**src/rtl/preadder8_pkg.sv**
```systemverilog
// Shared constants for the preadder8 Kogge-Stone adder.
package preadder8_pkg;
  localparam int LEVELS = 3;
endpackage

```
**src/rtl/preadder8_pg_cell.sv**
```systemverilog
// Kogge-Stone prefix operator: (G,P) = (Gh | Ph&Gl, Ph&Pl).
module preadder8_pg_cell (
  input  logic i_gh,
  input  logic i_ph,
  input  logic i_gl,
  input  logic i_pl,
  output logic o_g,
  output logic o_p
);
  assign o_g = i_gh | (i_ph & i_gl);
  assign o_p = i_ph & i_pl;
endmodule

```
**src/rtl/preadder8.sv**
```systemverilog
// Registered 8-bit Kogge-Stone adder with carry, signed overflow and zero flags.
module preadder8
  import preadder8_pkg::*;
#(
  parameter int WIDTH = 8
) (
  input  logic             clk,
  input  logic             rst_n,
  input  logic             in_valid,
  input  logic [WIDTH-1:0] a,
  input  logic [WIDTH-1:0] b,
  input  logic             cin,
  output logic [WIDTH-1:0] sum,
  output logic             cout,
  output logic             overflow,
  output logic             zero,
  output logic             out_valid
);
  logic [WIDTH-1:0]             w_bg, w_bp, w_c, w_sum;
  logic [LEVELS:0][WIDTH-1:0]   w_g, w_p;
  logic                         w_cout, w_ovf, w_unused_p;

  assign w_bg = a & b;
  assign w_bp = a ^ b;

  // Node 0 is the virtual bit -1 carrying cin; node j holds bit j-1.
  assign w_g[0] = {w_bg[WIDTH-2:0], cin};
  assign w_p[0] = {w_bp[WIDTH-2:0], 1'b0};

  for (genvar l = 0; l < LEVELS; l++) begin : g_lvl
    localparam int SPAN = 1 << l;
    for (genvar j = 0; j < WIDTH; j++) begin : g_node
      if (j >= SPAN) begin : g_cell
        preadder8_pg_cell u_pg (
          .i_gh (w_g[l][j]),
          .i_ph (w_p[l][j]),
          .i_gl (w_g[l][j-SPAN]),
          .i_pl (w_p[l][j-SPAN]),
          .o_g  (w_g[l+1][j]),
          .o_p  (w_p[l+1][j])
        );
      end else begin : g_pass
        assign w_g[l+1][j] = w_g[l][j];
        assign w_p[l+1][j] = w_p[l][j];
      end
    end
  end

  // Final-level group propagates are not needed; only carries leave the tree.
  assign w_unused_p = ^w_p[LEVELS];

  assign w_c    = w_g[LEVELS];
  assign w_sum  = w_bp ^ w_c;
  assign w_cout = w_bg[WIDTH-1] | (w_bp[WIDTH-1] & w_c[WIDTH-1]);
  assign w_ovf  = w_c[WIDTH-1] ^ w_cout;

  logic [WIDTH-1:0] r_sum;
  logic             r_cout, r_ovf, r_zero, r_vld;

  always_ff @(posedge clk) begin
    if (!rst_n) begin
      r_sum  <= '0;
      r_cout <= 1'b0;
      r_ovf  <= 1'b0;
      r_zero <= 1'b0;
      r_vld  <= 1'b0;
    end else begin
      r_vld <= in_valid;
      if (in_valid) begin
        r_sum  <= w_sum;
        r_cout <= w_cout;
        r_ovf  <= w_ovf;
        r_zero <= ~|w_sum;
      end
    end
  end

  assign sum       = r_sum;
  assign cout      = r_cout;
  assign overflow  = r_ovf;
  assign zero      = r_zero;
  assign out_valid = r_vld;
endmodule

```
**config.mk**
```make
export PLATFORM = sky130hd
export DESIGN_NAME = preadder8
export DESIGN_NICKNAME = d
export VERILOG_FILES = /design/src/rtl/preadder8_pkg.sv /design/src/rtl/preadder8_pg_cell.sv /design/src/rtl/preadder8.sv
export SDC_FILE = /design/constraint.sdc
export NUM_CORES = 1
export LEC_CHECK = 0
export BUFFER_PORTS_ARGS = -buffer_cell sky130_fd_sc_hd__buf_2
export CAP_MARGIN = 20
export CORE_UTILIZATION = 45
export CTS_BUF_LIST = sky130_fd_sc_hd__clkbuf_8 sky130_fd_sc_hd__clkbuf_16
export CTS_CLUSTER_DIAMETER = 200
export DETAILED_ROUTE_END_ITERATION = 6
export PLACE_DENSITY = 0.8
export RECOVER_POWER = 25
export SYNTH_ARGS = -nofsm -noshare
export SYNTH_HDL_FRONTEND = slang
export SYNTH_HIERARCHICAL = 1
export SYNTH_SLANG_ARGS = --single-unit
```
**constraint.sdc**
```tcl
create_clock -name clk -period 2.6 [get_ports clk]
set_input_delay 0.39 -clock clk [delete_from_list [all_inputs] [get_ports clk]]
set_output_delay 0.39 -clock clk [all_outputs]
set_load 0.05 [all_outputs]
```
# [After elaboration in Yosys (flattened, before gate mapping)]
# Index checks and enable logic that the tools add are counted.
[classes] n_bitwise=50 n_reduce_logical=2
[ops] operator="1-bit bitwise AND" count=28
[ops] operator="1-bit bitwise OR" count=18
[ops] operator="8-bit bitwise XOR" count=2
[ops] operator="8-bit bitwise AND" count=1
[ops] operator="8-bit OR reduction" count=1
[ops] operator="1-bit zero test" count=1
[ops] operator="1-bit bitwise XOR" count=1
[totals] elab_cells=57 inputBits=20 register_bits=12 output_inout_bits=12

# [Depth between registers and ports, before layout]
# Gate-level depths: netlist of run 1.
[depth] ltp_word=10 mapped_depth=9 mapped_depth_nobuf=9

# [By module]
# The synthesis of run 1 kept the hierarchy.
[modules_own_cells] module="preadder8" cells_per_inst=59 instances=1 area_per_inst_um2=628.1 seq_area_each_um2=240.2
[modules_own_cells] module="preadder8_pg_cell" cells_per_inst=2 instances=17 area_per_inst_um2=15.0 seq_area_each_um2=0.0

# [Least setup slack after synthesis of run 1]
# No wires, ideal clock.
[synth_timing] path_type="input port to flip-flop" from="in a[3]" to="reg r_zero, in the netlist zero" setup_ns=0.060 path_buffers=0 t_required_ns=2.540 t_arrival_ns=2.173 cell_stages=9 path_slack_ns=0.368 path_cell_list="ha_1 > and2_2 > and2_2 > a21o_1 > fa_1 > nor2b_1 > nand4_1 > o22ai_1 > and2_1"
[synth_lines] item="start, declared" line="preadder8.sv:10" source="input logic [WIDTH-1:0] a,"
[synth_lines] item="end signal, assigned" line="preadder8.sv:73" source="r_zero <= ~|w_sum;"
[synth_lines] item="end, declared" line="preadder8.sv:58" source="logic r_cout, r_ovf, r_zero, r_vld;"

# [Worst setup path in the final report of run 1]
[layout_timing] from="in a[0]" to="reg r_zero, in the netlist zero"
[layout_between] elab_chain_cells=10 elab_cells_between_ends=25 cone_classes="bitwise: 23; reduce/logical: 2"
[layout_lines] item="8-bit bitwise XOR" line="preadder8.sv:24" source="assign w_bp = a ^ b;"
[layout_lines] item="net w_bp[0]" line="preadder8.sv:19" source="logic [WIDTH-1:0] w_bg, w_bp, w_c, w_sum;"
[layout_lines] item="1-bit bitwise AND" line="preadder8_pg_cell.sv:10" source="assign o_g = i_gh | (i_ph & i_gl);"
[layout_lines] item="1-bit bitwise OR" line="preadder8_pg_cell.sv:10"
[layout_lines] item="net w_c[1]" line="preadder8.sv:19"
[layout_lines] item="1-bit bitwise AND" line="preadder8_pg_cell.sv:10"
[layout_lines] item="1-bit bitwise OR" line="preadder8_pg_cell.sv:10"
[layout_lines] item="net w_c[3]" line="preadder8.sv:19"
[layout_lines] item="1-bit bitwise AND" line="preadder8_pg_cell.sv:10"
[layout_lines] item="1-bit bitwise OR" line="preadder8_pg_cell.sv:10"
[layout_lines] item="net w_c[7]" line="preadder8.sv:19"
[layout_lines] item="8-bit bitwise XOR" line="preadder8.sv:53" source="assign w_sum = w_bp ^ w_c;"
[layout_lines] item="net w_sum[7]" line="preadder8.sv:19"
[layout_lines] item="8-bit OR reduction" line="preadder8.sv:73"
[layout_lines] item="1-bit zero test" line="preadder8.sv:73"
# The timed path passes the listed nets, and every way through them passes these cells.
# A chain may end at the register's enable or synchronous reset.

==> flow_summary.toml, run 1 <==
[drt]
num_vias = 715
drcViolationCount = 0
ant_nets = 0
first_pass_iters = 4
route.detailed.wl_per_inst_um = 11.21
drt_iter0_drc = 12
via_per_inst = 5.071
wirelength_mm = 1.581

[clock_network]
clockRootBuffer = "clkbuf_8"
post-cts-setup-buffers = 0
cts_buffers = 3
htree_levels = 1
cts_tree = "done"
cts.sinks = 12
hold_buffers = 0
worstSkewPairLatency_ns = 0.23
post_cts_resized = 0
clk_pin_slew_ns = 0.05
clk_path_buf_depth = 2

[synth]
syn_nets = 113
yosysWarnings = 6
synth_cells = 85
syn_area_um2 = 827.0
syn_area_per_cell_um2 = 9.730

[setup_path]
cp.arrival_ns = 2.33
crit_start = "a[0]"
r2r_slack_ns = 1.89
critPathMaxFanout = 3
crit_top_cell = "a21o_1"
slowest_delay_ns = 0.51
path_cells = "buf_2 > ha_1 > a21o_1 > a21o_1 > a21o_1 > fa_1 > nor2b_1 > nand4_1 > o22ai_1 > and2_1"
slowest_stage = "fa_1"
rr_endpoint = "zero"
reg2reg_depth = 3
critPathLaunchType = "input pin"
end_kind = "flip-flop"
r2r-start = "zero"
path_class = "in2reg"
crit_required_ns = 2.73
crit_path_end = "zero"

[timing]
period_share_pct = 84.69
hold_viol = 0
fin_crit_ns = 2.202
clock_skew_ns = 0
tightest_slew_ns = 0.8221
tns_ns = 0
slew_viol_final = 0
max_freq_mhz = 454.2
fin_hold_ws_ns = 0.4699
fin_ws_ns = 0.3981
setup_viol = 0
relSlewSlack_pct = 45.19
rsz0062_at_grt = "no"

[final_layout]
area_growth_pct = 24.05
final_util_pct = 59.42
antenna_cells = 0
design_area_um2 = 1026
n_fill_cell = 168
regArea_um2 = 240.2
final_net_count = 146
fin_cells = 141
multi_input_area_um2 = 560.5
layout-drive-gt1-share_pct = 33.62

[placement]
hpwl_mm = 1.296
dp.cells = 138
placed_cell_area_um2 = 991.0
gp_congestion = 0.7621
port_buffers = 31
pre_cts_ws_ns = 0.1730

[global_routing]
grt_usage_pct = 17.45
first_global_vias = 610
grt_overflow = 0
grt_start_max_net_pins = 22
grt_first_pass_wirelength_mm = 2.518
grt_antenna_before_repair = 0

[power]
irDropWorstVdd_uv = 538.1
netSwitchingPower_mw = 0.2069
p_int_mw = 0.3933
combPwrFrac_pct = 38.1
pwr-share-clk_pct = 27.1
seqPwrFrac_pct = 34.8
p_total_mw = 0.6002
p_sw_share_pct = 34.47
p_leak_nw = 0.6102
pwr_density_cell_nw_per_um2 = 585.0

[floorplan]
start_util_pct = 47.90
die_area_um2 = 2013
die_h_um = 44.87
io_pins = 32
rows = 15
die_w_um = 44.87
core_area_um2 = 1727

[status]
status = "finished, final reports clean"

[worst_hold_path]
hold_path.class = "reg2reg"

[run]
cap_violations = 0
==> layer usage <==
layer	global-route usage, %	vias up	wire length, um
met5	0	-	0
met4	3.636	0	0
met2	29.12	21	768
met3	7.200	0	86
li1	-	364	-
met1	21.14	330	726
==> worst max-delay path, delay by kind of cell <==
kind	cells	cell delay, ns
adders and majority gates	2	0.83
AOI/OAI and AO/OA	4	0.69
and+or+nand+nor	3	0.31
buffers and inverters	1	0.10
==> area by class of cell <==
type                            count  share of cell area, %
Clock buffer                        3                  4.024
Inverter                            1                 0.3659
Tap cell                           25                  3.049
Sequential cell                    12                  23.41
Timing Repair Buffer               31                  14.51
Multi-Input combinational cell     69                  54.63
==> worst min path at each step <==
stage            from      to  slack (ns)  cells past startpoint
5_1_grt        sum[4]  sum[4]        0.49                      1
6_report       sum[5]  sum[5]        0.47                      1
4_1_cts        sum[5]  sum[5]        0.47                      1
3_5_place_dp   sum[5]  sum[5]        0.46                      1
3_3_place_gp   sum[5]  sum[5]        0.46                      1
2_1_floorplan   rst_n    cout        0.52                      1
==> state kept, by name, summed over array words and instances (netlist names) <==
| name | flops |
|---|---|
| sum | 8 |
| cout | 1 |
| out_valid | 1 |
| overflow | 1 |
| zero | 1 |
==> cell usage in the layout (no fill, tap or decap), types with 2 or more instances in the layout <==
cell / count
buf_2: 26
a21o_1: 17
dfxtp_1: 12
and2_2: 10
xnor2_1: 8
nand2_1: 8
o211a_1: 8
ha_1: 7
clkbuf_1: 5
nor2b_1: 3
clkbuf_8: 3
mux2i_1: 2
nand4_1: 2
and2_1: 2
==> power groups by stage <==
stage / sequential [mW] / clock, mW / combinational (mW)
after floorplan: 0.270 / 0 / 0.121
after detailed placement: 0.212 / 0 / 0.231
after CTS: 0.209 / 0.167 / 0.232
after global placement: 0.212 / 0 / 0.227
final: 0.209 / 0.163 / 0.229
after global routing: 0.211 / 0.177 / 0.248
Note: power is estimated with default switching activity, not from simulation.
==> run 2: changes to the inputs <==
==> constraint.sdc (replaced) <==
create_clock -name clk -period 2.1 [get_ports clk]
set_input_delay 0.315 -clock clk [delete_from_list [all_inputs] [get_ports clk]]
set_output_delay 0.315 -clock clk [all_outputs]
set_load 0.05 [all_outputs]
==> run 2 against run 1 <==
  * Clock skew is the same
  * Sequential share of layout area shrank 4.0 points
  * Sequential power grew 23%
  * Critical endpoint unchanged
  * Worst setup slack lost 0.29 ns
==> flow_summary.toml, run 2 (synthesized netlist as in run 1, its figures left out) <==
[status]
status = "finished, final reports clean"

[floorplan]
start_util_pct = 47.90
rows = 15
die_area_um2 = 2013
io_pins = 32
die_w_um = 44.87
core_area_um2 = 1727
die_h_um = 44.87

[power]
netSwitchingPower_mw = 0.2820
pwr-share-clk_pct = 29.1
p_sw_share_pct = 32.97
p_leak_nw = 0.6929
seqPwrFrac_pct = 30.1
p_int_mw = 0.5733
combPwrFrac_pct = 40.8
pwr_density_cell_nw_per_um2 = 691.2
irDropWorstVdd_uv = 675.0

[placement]
placed_cell_area_um2 = 1156
port_buffers = 31
hpwl_mm = 1.506
gp_congestion = 0.8060
dp.cells = 150

[setup_path]
critPathLaunchType = "input pin"
crit_required_ns = 2.28
crit_start = "b[0]"
critPathMaxFanout = 2
cp.arrival_ns = 2.18
r2r-start = "zero"
path_class = "in2reg"
end_kind = "flip-flop"

[final_layout]
layout-drive-gt1-share_pct = 47.69
final_cell_mix = "27 x buf_2, 17 x a21o_1, 13 x buf_4, 12 x dfxtp_1"
design_area_um2 = 1237
layout_commonest_cell = "buf_2"
largest_register_ffs = 8
area_growth_pct = 49.62
final_net_count = 159
fin_cells = 155
antenna_cells = 0

[timing]
slew_viol_final = 0
rsz0062_at_grt = "yes"
fin_crit_ns = 1.993
setup_viol = 0
tightest_slew_ns = 0.5945
tns_ns = 0
relSlewSlack_pct = 60.54
hold_viol = 0
period_share_pct = 94.92
clock_skew_ns = 0
fin_hold_ws_ns = 0.4236
max_freq_mhz = 501.7

[drt]
via_per_inst = 5.123
first_pass_iters = 4
drcViolationCount = 0
drt_iter0_drc = 15
ant_nets = 0
route.detailed.wl_per_inst_um = 12.23
num_vias = 794
wirelength_mm = 1.895

[clock_network]
cts.sinks = 12
hold_buffers = 0
cts_tree = "done"
cts_buffers = 3
htree_levels = 1
clockRootBuffer = "clkbuf_8"
clk_pin_slew_ns = 0.05
worstSkewPairLatency_ns = 0.24
clk_path_buf_depth = 2

[run]
cap_violations = 0

[global_routing]
grt_antenna_before_repair = 0
first_global_vias = 704
grt_start_max_net_pins = 22
grt_usage_pct = 20.40
grt_overflow = 0
grt_first_pass_wirelength_mm = 3.077

[worst_hold_path]
hold_path.class = "in2reg"
hold_path_startpoint = "rst_n"
## run 2: worst max-delay path: stages
cell and delay, ns:
buf_6 0.10, ha_4 0.23, a21o_1 0.19, a21o_1 0.20, a21o_1 0.19, fa_1 0.48
nor2b_1 0.13, nand4_1 0.10, o22ai_1 0.11, and2_1 0.13
## run 2: area by class of cell
cell class	instances	area, um2
multi-input combinational	69	651.9
timing repair buffer	44	255.2
tap	25	31.28
sequential	12	240.2
inverter	1	3.754
fill	143	489.2
clock buffer	4	55.05
## run 2: power groups by stage
stage | logic, mW | clock network, mW | registers (mW)
after floorplan | 0.161 | 0 | 0.335
after global placement | 0.327 | 0 | 0.262
after detailed placement | 0.336 | 0 | 0.263
after CTS | 0.339 | 0.253 | 0.258
after global routing | 0.379 | 0.260 | 0.260
final | 0.349 | 0.249 | 0.258
## run 2: routing by layer
layer,GRT usage (%),wire (um),vias to the layer above
li1,-,-,391
met2,34.71,982,25
met3,5.200,101,2
met1,27.09,802,376
met5,0,0,-
met4,1.818,9,0
## run 2: path summary, 6_finish.rpt
path	endpoint	depth (start not counted)	slack, ns
worst max-delay path	zero	10	0.11
worst min-delay path	overflow	2	0.42
worst max register to register	zero	3	1.40
worst min register to register	sum[4]	1	0.47
## run 2: what timing repair did
item	CTS	global route
resized for setup	0	5
buffers inserted	0	1
setup endpoints to repair	0	1
## run 2: stage by stage
| stage | power (mW) | utilization, % | setup slack [ns] |
|---|---|---|---|
| 2_1_floorplan | 0.4953 | - | 0.02595 |
| 3_3_place_gp | 0.5885 | 66.96 | -0.09923 |
| 3_5_place_dp | 0.5981 | 66.96 | -0.1827 |
| 4_1_cts | 0.8497 | 70.14 | 0.05675 |
| 5_1_grt | 0.8991 | 71.67 | -0.002924 |
| 6_report | 0.8553 | 71.67 | 0.1067 |
==> run 3: changes to the inputs <==
--- a/config.mk
+++ b/config.mk
@@ -7,11 +7,13 @@
 export LEC_CHECK = 0
 export BUFFER_PORTS_ARGS = -buffer_cell sky130_fd_sc_hd__buf_2
 export CAP_MARGIN = 20
-export CORE_UTILIZATION = 45
+export CELL_PAD_IN_SITES_DETAIL_PLACEMENT = 1
+export CELL_PAD_IN_SITES_GLOBAL_PLACEMENT = 1
+export CORE_UTILIZATION = 35
 export CTS_BUF_LIST = sky130_fd_sc_hd__clkbuf_8 sky130_fd_sc_hd__clkbuf_16
 export CTS_CLUSTER_DIAMETER = 200
 export DETAILED_ROUTE_END_ITERATION = 6
-export PLACE_DENSITY = 0.8
+export PLACE_DENSITY = 0.83
 export RECOVER_POWER = 25
 export SYNTH_ARGS = -nofsm -noshare
 export SYNTH_HDL_FRONTEND = slang
==> run 3 against run 2 <==
  * Worst setup slack worse by 0.0060 ns
  * Sequential share of layout area up 0.099 points
  * Flip-flop and latch count unchanged
  * Critical path depth unchanged
  * Global-route usage down 0.57 points
  * Design area down 0.51%
  * Combinational power about the same
  * Non-clock buffer count unchanged
  * Clock skew unchanged
  * Die area up 27%
  * Sequential power about the same
  * Critical endpoint unchanged
  * Largest cell class unchanged
  * Highest routed layer unchanged
==> flow_summary.toml, run 3 (synthesized netlist as in run 1, its figures left out) <==
[power]
combPwrFrac_pct = 40.7
p_total_mw = 0.8620
netSwitchingPower_mw = 0.2933
pwr_density_cell_nw_per_um2 = 700.1
p_sw_share_pct = 34.03
p_leak_nw = 0.6873
pwr-share-clk_pct = 29.2
p_int_mw = 0.5686
seqPwrFrac_pct = 30.1
irDropWorstVdd_uv = 533.2

[timing]
tightest_slew_ns = 0.5916
slew_viol_final = 0
setup_viol = 0
hold_viol = 0
clock_skew_ns = 0
max_freq_mhz = 500.2
relSlewSlack_pct = 60.73
fin_crit_ns = 1.999
period_share_pct = 95.20
rsz0062_at_grt = "no"

[drt]
wirelength_mm = 2.288
drcViolationCount = 0
route.detailed.wl_per_inst_um = 14.48
ant_nets = 0
num_vias = 787
drt_iter0_drc = 13
via_per_inst = 4.981
first_pass_iters = 4

[worst_hold_path]
hold_path.class = "in2reg"

[clock_network]
worstSkewPairLatency_ns = 0.24
cts_buffers = 3
clk_path_buf_depth = 2
hold_buffers = 0
clockRootBuffer = "clkbuf_8"
cts_tree = "done"
post-cts-setup-buffers = 0
cts.sinks = 12
htree_levels = 1
clk_pin_slew_ns = 0.06
post_cts_resized = 0

[setup_path]
crit_required_ns = 2.29
path_class = "in2reg"
end_kind = "flip-flop"
critPathMaxFanout = 2
cp.arrival_ns = 2.19
critPathLaunchType = "input pin"

[global_routing]
grt_usage_pct = 19.84
grt_first_pass_wirelength_mm = 3.808
first_global_vias = 862
grt_antenna_before_repair = 0
grt_start_max_net_pins = 22
grt_overflow = 0

[floorplan]
die_h_um = 50.61
core_area_um2 = 2212
io_pins = 32
start_util_pct = 37.39
die_w_um = 50.61
die_area_um2 = 2561
rows = 17

[final_layout]
area_growth_pct = 48.87
final_util_pct = 55.66
antenna_cells = 0
layout_commonest_cell = "buf_2"
layout-drive-gt1-share_pct = 47.69
largest_register_ffs = 8
final_net_count = 159
final_cell_mix = "28 x buf_2, 17 x a21o_1, 13 x buf_4, 12 x dfxtp_1, 10 x and2_2"
design_area_um2 = 1231

[placement]
placed_cell_area_um2 = 1167
hpwl_mm = 1.890
gp_congestion = 0.8056
port_buffers = 31

[status]
status = "finished, final reports clean"

[run]
cap_violations = 0
==> run 3: power by group through the flow <==
stage                     logic (mW)  registers, mW  clock network (mW)
after CTS                      0.350          0.259               0.258
after global routing           0.380          0.262               0.272
after detailed placement       0.347          0.264                   0
after floorplan                0.161          0.335                   0
after global placement         0.334          0.262                   0
final                          0.350          0.260               0.252
==> run 3: path summary, 6_finish.rpt <==
path | start | endpoint | slack [ns] | cells past startpoint
worst max-delay path | a[1] | zero | 0.10 | 10
worst min-delay path | rst_n | sum[0] | 0.43 | 2
worst max register to register | zero | zero | 1.41 | 3
worst min register to register | sum[4] | sum[4] | 0.49 | 1
==> run 3: worst max-delay path, stage by stage <==
cell and delay, ns:
buf_2 0.12, ha_4 0.23, and2_2 0.19, a21o_1 0.20, a21o_1 0.20, fa_1 0.46
nor2b_1 0.13, nand4_1 0.10, o22ai_1 0.11, and2_1 0.13
==> run 3: area by class of cell <==
type                            count  area [um2]
Clock buffer                        4       55.05
Fill cell                         271       980.9
Inverter                            1       3.754
Multi-Input combinational cell     69       648.1
Sequential cell                    12       240.2
Tap cell                           28       35.03
Timing Repair Buffer               44       249.0
==> run 3: routing by layer <==
layer	global-route usage [%]	vias up	wire [um]
li1	-	389	-
met1	21.28	376	1001
met2	37.78	20	1199
met3	3.636	2	71
met4	7.407	0	14
met5	0	-	0
==> run 3: through the flow <==
step | worst slack [ns] | TNS, ns | hold WS, ns | std cells
2_1_floorplan | 0.02595 | 0 | 0.4432 | 85
3_3_place_gp | -0.1016 | -0.1181 | 0.4600 | 154
3_5_place_dp | -0.1726 | -0.2880 | 0.4715 | 154
4_1_cts | 0.07064 | 0 | 0.4254 | 158
5_1_grt | 0.006120 | 0 | 0.4451 | 158
6_report | 0.1008 | 0 | 0.4260 | 158
